<file path="src/rtl/stopwatch_pkg.sv">
// Shared definitions for the stopwatch control slice: FSM encoding,
// button index map and a counter-width helper.
package stopwatch_pkg;

    typedef enum logic [1:0] {
        IDLE  = 2'd0,
        RUN   = 2'd1,
        PAUSE = 2'd2
    } sw_state_e;

    localparam int NUM_BTNS  = 4;
    localparam int BTN_CLEAR = 0;
    localparam int BTN_STOP  = 1;
    localparam int BTN_LAP   = 2;
    localparam int BTN_START = 3;

    // Keeps counters at least one bit wide when a parameter is set to 1.
    function automatic int cnt_width(input int n);
        return (n > 1) ? $clog2(n) : 1;
    endfunction

endpackage

</file>
<file path="src/rtl/btn_debounce.sv">
// One button: two-flop synchroniser, stable-level debounce and a
// single-cycle press pulse on the debounced released->pressed edge.
module btn_debounce
    import stopwatch_pkg::*;
#(
    parameter int DEBOUNCE_CYCLES = 80000
) (
    input  logic clk,
    input  logic rst,
    input  logic btn_n_i,
    output logic press_o
);

    localparam int            CW       = cnt_width(DEBOUNCE_CYCLES);
    localparam logic [CW-1:0] CNT_LAST = CW'(DEBOUNCE_CYCLES - 1);

    logic [1:0]    sync_q;
    logic          pressed;
    logic          level_q, level_d;
    logic          level_dly_q;
    logic [CW-1:0] cnt_q, cnt_d;

    assign pressed = ~sync_q[1];

    // The counter only runs while the synced input disagrees with the
    // debounced level, so any bounce back to the old level restarts it.
    always_comb begin
        level_d = level_q;
        cnt_d   = '0;
        if (pressed != level_q) begin
            if (cnt_q == CNT_LAST) begin
                level_d = pressed;
            end else begin
                cnt_d = cnt_q + 1'b1;
            end
        end
    end

    always_ff @(posedge clk or posedge rst) begin
        if (rst) begin
            sync_q      <= 2'b11;
            level_q     <= 1'b0;
            level_dly_q <= 1'b0;
            cnt_q       <= '0;
        end else begin
            sync_q      <= {sync_q[0], btn_n_i};
            level_q     <= level_d;
            level_dly_q <= level_q;
            cnt_q       <= cnt_d;
        end
    end

    assign press_o = level_q & ~level_dly_q;

endmodule

</file>
<file path="src/rtl/stopwatch_ctrl.sv">
// Stopwatch control sequencer: button conditioning, IDLE/RUN/PAUSE FSM,
// free-running tick divider and lap-display hold timer; all outputs registered.
module stopwatch_ctrl
    import stopwatch_pkg::*;
#(
    parameter int TICK_DIV        = 800000,
    parameter int DEBOUNCE_CYCLES = 80000,
    parameter int LAP_HOLD_TICKS  = 20
) (
    input  logic       clk,
    input  logic       rst,
    input  logic [3:0] btn_n,
    output logic       count_en,
    output logic       count_clr,
    output logic       lap_capture,
    output logic       show_lap,
    output logic       running,
    output logic [1:0] state
);

    localparam int            DW        = cnt_width(TICK_DIV);
    localparam int            HW        = cnt_width(LAP_HOLD_TICKS + 1);
    localparam logic [DW-1:0] DIV_LAST  = DW'(TICK_DIV - 1);
    localparam logic [HW-1:0] HOLD_LOAD = HW'(LAP_HOLD_TICKS);

    logic [NUM_BTNS-1:0] press;

    for (genvar i = 0; i < NUM_BTNS; i++) begin : g_btn
        btn_debounce #(
            .DEBOUNCE_CYCLES(DEBOUNCE_CYCLES)
        ) u_btn (
            .clk    (clk),
            .rst    (rst),
            .btn_n_i(btn_n[i]),
            .press_o(press[i])
        );
    end

    logic          ev_clear, ev_stop, ev_start, ev_lap;
    logic          tick;
    logic          lap_act;
    logic [DW-1:0] div_q, div_d;
    sw_state_e     state_q, state_d;
    logic [HW-1:0] hold_q, hold_d;
    logic          count_en_q, count_en_d;
    logic          count_clr_q, count_clr_d;
    logic          lap_capture_q, lap_capture_d;
    logic          show_lap_q, show_lap_d;
    logic          running_q, running_d;

    // Only the highest-priority press is acted on in a given cycle.
    assign ev_clear = press[BTN_CLEAR];
    assign ev_stop  = press[BTN_STOP]  & ~ev_clear;
    assign ev_start = press[BTN_START] & ~ev_clear & ~press[BTN_STOP];
    assign ev_lap   = press[BTN_LAP]   & ~ev_clear & ~press[BTN_STOP] & ~press[BTN_START];

    assign tick    = (div_q == DIV_LAST);
    assign div_d   = tick ? '0 : div_q + 1'b1;
    assign lap_act = ev_lap && (state_q == RUN || state_q == PAUSE);

    always_ff @(posedge clk or posedge rst) begin
        if (rst) begin
            state_q <= IDLE;
            div_q   <= '0;
        end else begin
            state_q <= state_d;
            div_q   <= div_d;
        end
    end

    always_comb begin
        state_d = state_q;
        if (ev_clear) begin
            state_d = IDLE;
        end else if (ev_stop) begin
            if (state_q == RUN) state_d = PAUSE;
        end else if (ev_start) begin
            if (state_q == IDLE || state_q == PAUSE) state_d = RUN;
        end
        if (state_d != IDLE && state_d != RUN && state_d != PAUSE) state_d = IDLE;
    end

    // A lap winning the cycle still lets a coincident tick advance the count.
    always_comb begin
        count_en_d    = tick && (state_q == RUN) && !ev_clear && !ev_stop;
        count_clr_d   = ev_clear;
        lap_capture_d = lap_act;
        hold_d        = hold_q;
        if (ev_clear) begin
            hold_d = '0;
        end else if (lap_act) begin
            hold_d = HOLD_LOAD;
        end else if (tick && hold_q != '0) begin
            hold_d = hold_q - 1'b1;
        end
        show_lap_d = (hold_d != '0);
        running_d  = (state_d == RUN);
    end

    always_ff @(posedge clk or posedge rst) begin
        if (rst) begin
            hold_q        <= '0;
            count_en_q    <= 1'b0;
            count_clr_q   <= 1'b0;
            lap_capture_q <= 1'b0;
            show_lap_q    <= 1'b0;
            running_q     <= 1'b0;
        end else begin
            hold_q        <= hold_d;
            count_en_q    <= count_en_d;
            count_clr_q   <= count_clr_d;
            lap_capture_q <= lap_capture_d;
            show_lap_q    <= show_lap_d;
            running_q     <= running_d;
        end
    end

    assign count_en    = count_en_q;
    assign count_clr   = count_clr_q;
    assign lap_capture = lap_capture_q;
    assign show_lap    = show_lap_q;
    assign running     = running_q;
    assign state       = state_q;

endmodule
</file>
<file path="config.mk">
export PLATFORM = sky130hd
export DESIGN_NAME = stopwatch_ctrl
export DESIGN_NICKNAME = d
export VERILOG_FILES = /design/src/rtl/stopwatch_pkg.sv /design/src/rtl/btn_debounce.sv /design/src/rtl/stopwatch_ctrl.sv
export SDC_FILE = /design/constraint.sdc
export NUM_CORES = 1
export LEC_CHECK = 0
export ABC_AREA = 1
export ABC_CLOCK_PERIOD_IN_PS = 4500
export CAP_MARGIN = 20
export CORE_UTILIZATION = 50
export CTS_BUF_LIST = sky130_fd_sc_hd__clkbuf_4
export DETAILED_ROUTE_END_ITERATION = 8
export GPL_TIMING_DRIVEN = 0
export PLACE_DENSITY = 0.69
export SYNTH_ARGS = -nofsm -noshare
export SYNTH_HDL_FRONTEND = slang
export SYNTH_SLANG_ARGS = --single-unit
export TNS_END_PERCENT = 30
</file>
<file path="constraint.sdc">
create_clock -name clk -period 4.5 [get_ports clk]
set_clock_uncertainty 0.2 [all_clocks]
set_input_delay 0.9 -clock clk [delete_from_list [all_inputs] [get_ports clk]]
set_output_delay 0.9 -clock clk [all_outputs]
set_load 0.01 [all_outputs]
</file>
==> results by group <==
Pwr
  • Switching power: about 0.45 mW
  • Max IR drop VDD: about 0.27 mV
  • PwrDens: around 320 mW/mm²
  • Sequential share of power: 0.527
  • Combinational power share: 0.030
  • Leak: 2.92 nW
  • Clock power share: 0.443
  • Internal: ~1.6 mW
  • Total Power: 2.01 mW
  • Sw frac: 0.224

Synthesis
  • Post-Syn Nets: between 600 and 700
  • Most instantiated library cell after synthesis: dfrtp_1
  • Main flop type after synthesis: dfrtp_1
  • Yosys Warn Count: 0
  • Post-synth EDFFs: 0
  • Post-synth top area cell: dfrtp_1
  • Number of synthesized register bits: 115
  • Cells after synthesis: approximately 640
  • Largest cells by area after synthesis: dfrtp_1 (48%), inv_1 (6.5%), nand2_1 (6.3%), nor2_1 (6.1%), dfstp_2 (3.7%)
  • Seq/Total Area, Yosys: 0.513
  • Avg Cell Area, Syn: 8.76 µm²
  • Yosys top cell area share: 0.476
  • Distinct cells, synth: 43
  • Post-Syn Area: 0.00562 mm²
  • Async SR Flop Fraction: 1.00
  • Synth top cells by count: dfrtp_1 (107), inv_1 (97), nand2_1 (95)

Timing
  • Slew @ Worst Pin: 0.577 ns
  • Fmax: about 360 MHz
  • # setup viols final: 0
  • Fin Hold WS: 0.160 ns
  • Max-slew violations: 0
  • RSZ-0062 raised after global routing: false
  • Final Hold Vio Count: 0
  • Final period util: 0.616
  • Worst rel slew slack: 0.614
  • Crit path time final: 2.77 ns
  • Final worst setup slack: 1.73 ns

Placement
  • Worst slack, placed: ~2.3 ns
  • Dpl cell area: 0.00595 mm²
  • DP Cell Count: 795
  • Final Wtd Congestion: 0.880
  • Port bufs: 12
  • Hpwl dp: roughly 7000 µm

CTS
  • Hold-fix buffers, CTS: 0
  • CTS root buffer: clkbuf_4
  • Setup Fix Bufs, Post-CTS: 0
  • H-tree Lvls: 4
  • Worst-skew pair later-pin latency: 0.53 ns
  • Num CTS Buffers: 17
  • Worst-path clk slew: around 0.1 ns
  • Clock Tree Buf Depth: 2
  • CTS tree: built
  • Cts repair resizes: 0
  • CTS Sinks: around 120

Worst setup path
  • Critical Path Fanout Max: 6
  • WP data required: 3.40 ns
  • CP Capture Type: primary output
  • Startpoint types: register
  • Crit path kind: reg2out
  • Critical path arrival: 1.67 ns

Floorplanning
  • Initial cell density of the core: 0.517
  • FP Rows: 38
  • Die H: roughly 110 µm
  • Die area: 0.0117 mm²
  • Die Wd: 108 µm
  • # IOs: 13
  • CORE AREA: between 0.01 and 0.015 mm²

Route
  • Via count: ~4200
  • Routed WL: around 10000 µm
  • Final antenna-violating net count: 0
  • Initial DRC count: 225
  • Remaining DRCs: 0
  • WL/cell: 12.1 µm
  • TritonRoute pass-1 iters: 4
  • Via density per instance: 5.09

Finish
  • Area growth, synth to finish: 11.9%
  • Share of cells above drive strength 1: 0.137
  • Design Area, Final: 0.00629 mm²
  • Antenna Cells: 0
  • # fillers: 980
  • Non-Filler Instances: between 800 and 900
  • Nets: 690

Flow run
  • Max cap viols: 0

Hold path
  • Hold WC Path Type: reg2reg

Global route
  • Total GRT Usage: 0.194
  • Initial antenna violation count: 0
  • Largest net degree at the start of global routing: 98
  • First-pass GRT wire length: approximately 18000 µm
  • GRT Residual Overflow: 0
  • Vias in the first global route: 4119

Run status
  • Status: finished clean
[final cells by class]
class	count	area, µm²	share of cell area
multi-input combinational	422	2330	0.371
timing repair buffer	13	148	0.0235
buffer	2	15.0	0.00239
clock buffer	17	128	0.0203
sequential	115	2890	0.459
inverter	103	392	0.0622
tap	140	175	0.0278
clock inverter	15	214	0.0340
[flip-flops by register name, summed over array words and instances, names as in the netlist]
name / cells
state: 1
g_btn.u_btn.level_dly_q: 4
count_en: 1
g_btn.u_btn.level_q: 4
hold_q: 5
show_lap: 1
div_q: 20
count_clr: 1
running: 1
lap_capture: 1
g_btn.u_btn.cnt_q: 68
g_btn.u_btn.sync_q: 8
[metrics by stage]
step / utilization / TNS, ns
2_1_floorplan: - / 0
3_3_place_gp: 0.544 / -140.64
3_5_place_dp: 0.547 / 0
4_1_cts: 0.578 / 0
5_1_grt: 0.578 / 0
6_report: 0.578 / 0
[routing by layer]
layer	vias up	part of all wire	global-route usage
met1	2000	0.47	0.237
li1	2148	-	-
met2	51	0.49	0.319
met3	13	0.033	0.0573
met4	0	0.013	0.0851
met5	-	0	0
[worst paths after layout]
check	start	to	slack (ns)	cells past startpoint
hold reg to reg	g_btn[2].u_btn.sync_q[0]	g_btn[2].u_btn.sync_q[1]	0.16	0
setup reg to reg	g_btn[3].u_btn.cnt_q[0]	g_btn[3].u_btn.cnt_q[13]	2.44	8
hold / removal	g_btn[2].u_btn.sync_q[0]	g_btn[2].u_btn.sync_q[1]	0.16	0
setup / recovery	running	state[0]	1.73	2
min in group asynchronous	rst	g_btn[0].u_btn.cnt_q[15]	0.47	2
max in group asynchronous	rst	g_btn[0].u_btn.cnt_q[10]	2.91	3
[critical path, stage by stage, from the launching register on]
cell	delay, ns
dfrtp_1	0.47
buf_4	0.15
clkdlybuf4s50_1	0.54
[power by group through the flow]
stage / Sequential [mW] / Combinational, mW / Clock, mW
final: 1.06 / 0.0607 / 0.890
after detailed placement: 1.08 / 0.0628 / 0
after CTS: 1.06 / 0.0631 / 0.914
after global placement: 1.08 / 0.0574 / 0
after global routing: 1.06 / 0.0703 / 0.963
after floorplan: 1.08 / 0.0418 / 0
[placed cells by master, fill, tap and decap left out, types with 8 or more instances in the layout]
cell type        instances
dfrtp_1                107
inv_1                   96
nand2_1                 95
nor2_1                  91
a21oi_1                 36
nand3_1                 30
nor3_1                  23
o21ai_0                 18
clkbuf_4                17
nand4_1                 15
xor2_1                  15
nor2_2                  12
clkdlybuf4s50_1         12
xnor2_1                 11
ha_1                    10
nand3_2                  9
dfstp_2                  8
[kinds of logic after synthesis]
kind of cell | after synthesis | synth area share
buffers and inverters | 105 | 0.0714
flip-flops | 115 | 0.513
XOR/XNOR | 26 | 0.0405
AND/OR/NAND/NOR | 309 | 0.274
AO/OA/AOI/OAI | 77 | 0.0785
adder cells (fa/ha/maj) | 10 | 0.0222
No activity file was read; power rests on OpenSTA's default activity.
==> variant 1, RTL diff (same settings) <==
`DEBOUNCE_CYCLES` is set to 80000 in 2 places; all go to 160000.
--- a/src/rtl/btn_debounce.sv
+++ b/src/rtl/btn_debounce.sv
@@ -5,3 +5,3 @@
 #(
-    parameter int DEBOUNCE_CYCLES = 80000
+    parameter int DEBOUNCE_CYCLES = 160000
 ) (
--- a/src/rtl/stopwatch_ctrl.sv
+++ b/src/rtl/stopwatch_ctrl.sv
@@ -6,3 +6,3 @@
     parameter int TICK_DIV        = 800000,
-    parameter int DEBOUNCE_CYCLES = 80000,
+    parameter int DEBOUNCE_CYCLES = 160000,
     parameter int LAP_HOLD_TICKS  = 20
Formal check against the unedited RTL: same outputs for any inputs over 10 cycles, from zero or initial values and one cycle with rst high; that may be too few to reach the edited logic, so the function may still have changed.
==> variant 1 against the unedited design <==
- sequential cell count up 4
- area after synthesis up 11%
- critical endpoint unchanged
- largest cell class unchanged
- power up 0.19%
- global-route usage up 0.77 points
- via count up 13%
- wire length up 14%
- worst setup slack better by 0.017 ns
- register-to-register slack worse by 0.08 ns
- maximum frequency up 0.61%
- design area up 9.6%
==> variant 1: results (changes against the unedited design) <==
INFO  metric run_status = completed
INFO  metric post_synth_most_frequent_cells = nand2_1, inv_1, dfrtp_1
INFO  metric first_global_vias = 4729 (+15%)
INFO  metric grt_max_degree = 96 (-2.0%)
INFO  metric reg2reg_slack = 2.36 ns (-0.08 ns)
INFO  metric total_number_of_vias = 4761 (+13%)
INFO  metric grt_first_pass_wirelength = 20.8 mm (+17%)
INFO  metric synth_seq_area_share = 48.0% (-3.3 points)
INFO  metric cts-resized-gates = 0 (unchanged)
INFO  metric endpoint_of_the_worst_slack_reg_to_reg_timing_path = g_btn[1].u_btn.cnt_q[17]
INFO  metric postPlaceCellArea = 6580 sq um (+11%)
INFO  metric detail_route.iter0.violations = 264 (+17%)
INFO  metric post-cts-setup-buffer-count = 0 (unchanged)
INFO  metric min_delay_worst_endpoint = g_btn[0].u_btn.sync_q[1]
INFO  metric layout-drive-gt1-share = 13.5% (-0.21 points)
INFO  metric power.net_switching = 0.000449 W (-0.32%)
INFO  metric final_net_count = 797 (+16%)
INFO  metric hpwlAfterDp = 8.39 mm (+18%)
INFO  metric detail_route.wl_per_cell = 11.9 microns (-1.8%)
INFO  metric mappedNetlistNets = 765 (+16%)
INFO  metric synth_xor_xnor_area_share = 4.22% (+0.18 points)
INFO  metric synthMuxAreaShare = 0% (unchanged)
INFO  metric synthTopCellsByArea = dfrtp_1, nand2_1, inv_1, nor2_1, dfstp_2
INFO  metric fillers = 1078 (+10%)
INFO  metric registers_with_the_most_flip_flops = g_btn.u_btn.cnt_q x72, div_q x20, g_btn.u_btn.sync_q x8
INFO  metric power.static_leakage = 3.13 nW (+7.1%)
INFO  metric slew_headroom = 61.9% (+0.48 points)
INFO  metric power.ir.vdd_worst = 0.000322 V (+17%)
INFO  metric critical_path.reg2reg.startpoint = g_btn[1].u_btn.cnt_q[0]
INFO  metric timing.critical_path.slowest_cell_delay = 0.52 ns (-0.02 ns)
INFO  metric worstSkewPairLatency = 0.53 ns (about the same)
INFO  metric startpoint_of_the_worst_hold_path = g_btn[0].u_btn.sync_q[0]
INFO  metric synth_compound_gate_area_share = 5.41% (-2.4 points)
INFO  metric globalRouteTotalUtil = 20.2% (+0.77 points)
==> variant 1: per-stage QoR <==
| stage | hold slack [ns] | instances | total power, W |
|---|---|---|---|
| after floorplan | 0.145 | 749 | 0.00116 |
| after global placement | 0.145 | 929 | 0.00118 |
| after detailed placement | 0.147 | 930 | 0.00118 |
| after CTS | 0.163 | 962 | 0.00204 |
| after global routing | 0.167 | 962 | 0.00209 |
| final | 0.162 | 962 | 0.00201 |
==> variant 1: worst max-delay path, delay by kind of cell, from the launching register on <==
kind,cells,cell delay (ns)
buffers and inverters,2,0.66
flip-flops,1,0.47
==> variant 1: how the worst max path moves through the flow <==
stage                                     to  slack (ns)  cells past startpoint
floorplan                          count_clr        0.26                      1
global placement    g_btn[1].u_btn.cnt_q[17]       -1.43                      2
detailed placement                  state[0]        2.28                      2
CTS                                 state[0]        1.66                      2
global route                        state[0]        1.63                      2
finish                              state[0]        1.74                      2
==> variant 1: routing by layer <==
metal	track usage, %	share of wire [%]	up-vias
met4	5.96	1.0	0
met2	32.8	48	52
li1	-	-	2462
met1	26.0	48	2236
met5	0	0	-
met3	6.32	3.4	11
==> variant 1: cell type report <==
class	count	area (sq um)	share of cell area [%]
clock buffer	21	158	2.29
timing repair buffer	13	148	2.14
inverter	129	489	7.09
clock inverter	11	158	2.29
tap	168	210	3.05
buffer	1	7.51	0.109
sequential	119	2990	43.3
multi-input combinational	500	2740	39.7
==> variant 1: kinds of logic (layout without fill, tap and decap cells) <==
group / count (synthesis) / after routing
buffers and inverters: 130 / 175
adder cells (fa/ha/maj): 10 / 10
XOR/XNOR: 30 / 30
AND/OR/NAND/NOR: 400 / 400
flip-flops: 119 / 119
AO/OA/AOI/OAI: 60 / 60
==> variant 1: power groups by stage <==
stage          Clock [W]  Combinational [W]  Sequential [W]
3_5_place_dp           0          0.0000650         0.00112
3_3_place_gp           0          0.0000601         0.00112
6_report        0.000852          0.0000625         0.00110
4_1_cts         0.000879          0.0000653         0.00110
5_1_grt         0.000921          0.0000739         0.00110
2_1_floorplan          0          0.0000436         0.00111
==> variant 2, RTL diff (same flow settings) <==
Without the edit above. Put one more register stage on the output `count_en`. The value now appears one clock later. The other outputs are not delayed to match.
--- a/src/rtl/stopwatch_ctrl.sv
+++ b/src/rtl/stopwatch_ctrl.sv
@@ -117,3 +117,5 @@
 
-    assign count_en    = count_en_q;
+    always_ff @(posedge clk) begin
+        count_en <= count_en_q;
+    end
     assign count_clr   = count_clr_q;
Function: no difference found for any inputs over 10 cycles, from zero or initial values and one cycle with rst high; that may be too few to reach the edited logic, so the function may still have changed.
==> variant 2 against the unedited design <==
- design area fell by 0.46%
- synthesized cell count rose by 0.16%
- wire length rose by 2.4%
- power fell by 4.8%
- register-to-register slack barely moved
- area after synthesis rose by 0.36%
- first-iteration DRC count rose by 68%
- utilization fell by 0.51 points
- final cell count rose by 0.12%
- combinational power fell by 0.8%
- worst setup slack got worse by 0.0068 ns
- sequential cell count rose by 1
==> variant 2: results (changes against the unedited design) <==
INFO  metric run_status = completed
INFO  metric ys_async_sr_fraction = 99.1% (-0.86 points)
INFO  metric ys_types = 44 (+2.3%)
INFO  metric insertedDiodeCount = 0 (unchanged)
INFO  metric pre_cts_ws = 2.26 ns (-0.0134 ns)
INFO  metric startpoint_of_the_worst_hold_path = count_en_q
INFO  metric final_net_count = 691 (+0.14%)
INFO  metric htreeDepth = 4 (unchanged)
INFO  metric grt_antenna_before_repair = 0 (unchanged)
INFO  metric min_delay_worst_endpoint = count_en
INFO  metric routed_via_density = 5.14 (+0.88%)
INFO  metric yosys_warnings = 0 (unchanged)
INFO  metric detail_route.wl_per_cell = 12.4 microns (+2.3%)
INFO  metric routed_wl = 10.3 mm (+2.4%)
INFO  metric first_global_vias = 4250 (+3.2%)
INFO  metric route.detailed.drc = 0 (unchanged)
INFO  metric detail_route.iter0.violations = 379 (+68%)
INFO  metric dominantRegCellSynth = dfrtp_1
INFO  metric layout-drive-gt1-share = 13.8% (+0.13 points)
INFO  metric clkTransAtPathRegs = 0.10 ns (about the same)
INFO  metric worst_ep_arrival_time = between 1.5 and 2 ns
INFO  metric timing.critical_path.fanout_max = 6 (unchanged)
INFO  metric grt_max_degree = 98 (unchanged)
INFO  metric clock_tree.root_cell = clkbuf_4
INFO  metric place_congestion = 0.870 (-1.1%)
INFO  metric globalRouteTotalUtil = 20.0% (+0.55 points)
INFO  metric registers_with_the_most_flip_flops = g_btn.u_btn.cnt_q x68, div_q x20, g_btn.u_btn.sync_q x8
INFO  metric synth_seq_area_share = 51.5% (+0.17 points)
INFO  metric worstMarginPinSlew = 0.636 ns (+0.0590 ns)
INFO  metric worstSkewPairLatency = approximately 0.52 ns
INFO  metric hpwlAfterDp = 7.16 mm (+0.51%)
INFO  metric cts-resized-gates = 0 (unchanged)
INFO  metric critical_path.reg2reg.startpoint = g_btn[3].u_btn.cnt_q[0]
INFO  metric globalRoute.totalOverflow = 0 (unchanged)
INFO  metric class_of_the_most_critical_hold_timing_path = flop to flop
INFO  metric min_path_cells = 0 (unchanged)
INFO  metric mappedNetlistNets = 659 (+0.15%)
INFO  metric syn_area_per_cell = 8.78 sq um (+0.20%)
INFO  metric post_synth_most_frequent_cells = dfrtp_1, inv_1, nand2_1
INFO  metric power.static_leakage = 2.91 nW (-0.34%)
INFO  metric reg2regPathDepth = 8 (unchanged)
INFO  metric power.ir.vdd_worst = 0.000207 V (-25%)
INFO  metric endpoint_of_the_worst_slack_reg_to_reg_timing_path = g_btn[3].u_btn.cnt_q[13]
INFO  metric buffer_ports.inserted = 12 (unchanged)
INFO  metric postPlaceCellArea = 5970 sq um (+0.34%)
INFO  metric tritoncts.num_buffers = 17 (unchanged)
INFO  metric dpl.cell_count = 796 (+0.13%)
INFO  metric synthTopCellsByArea = dfrtp_1, inv_1, nand2_1, nor2_1, dfstp_2
INFO  metric grt_first_pass_wirelength = 18.2 mm (+3.1%)
INFO  metric detailed_router_iteration_count_before_antenna_repair = 4 (unchanged)
INFO  metric fin_hold_ws = 0.146 ns (-0.0135 ns)
-- variant 2: kinds of logic (layout without fill, tap and decap cells) --
| logic type | after synthesis | after routing | synth area share (%) |
|---|---|---|---|
| simple gates | 309 | 309 | 27.3 |
| compound gates | 77 | 77 | 7.83 |
| fa+ha+maj | 10 | 10 | 2.22 |
| buf+inv | 105 | 150 | 7.12 |
| flops | 116 | 116 | 51.5 |
| xor+xnor | 26 | 26 | 4.03 |
-- variant 2: final cells by class --
cell class | count | area, sq um
Fill cell | 963 | 4670
Timing Repair Buffer | 13 | 148
Buffer | 2 | 15.0
Inverter | 103 | 392
Sequential cell | 116 | 2910
Clock inverter | 15 | 165
Tap cell | 140 | 175
Clock buffer | 17 | 128
Multi-Input combinational cell | 422 | 2330
-- variant 2: worst max-delay path by stage --
stage,cells after the start,startpoint,to,slack (ns)
finish,2,running,state[0],1.72
detailed placement,2,running,state[0],2.26
CTS,2,running,state[0],1.65
floorplan,1,rst,count_clr,0.37
global route,2,running,state[0],1.62
global placement,2,rst,g_btn[1].u_btn.cnt_q[15],-1.33
-- variant 2: power by group --
part	total, W	leakage (nW)	switching (W)	internal (W)
clock network	0.000785	0.147	0.000407	0.000377
registers	0.00107	1.56	0.00000991	0.00106
logic	0.0000602	1.20	0.0000414	0.0000188
total	0.00191	2.91	0.000459	0.00145
-- variant 2: routing by layer --
metal / vias up / wire length, microns / track usage, %
li1: 2149 / - / -
met1: 2036 / 4760 / 23.9
met2: 54 / 5040 / 33.4
met3: 15 / 316 / 5.24
met4: 0 / 154 / 9.59
met5: - / 0 / 0
-- variant 2: worst max-delay path, cell delays in order, from the launching register on --
cell	delay, ns
dfrtp_1	0.48
buf_4	0.15
clkdlybuf4s50_1	0.54
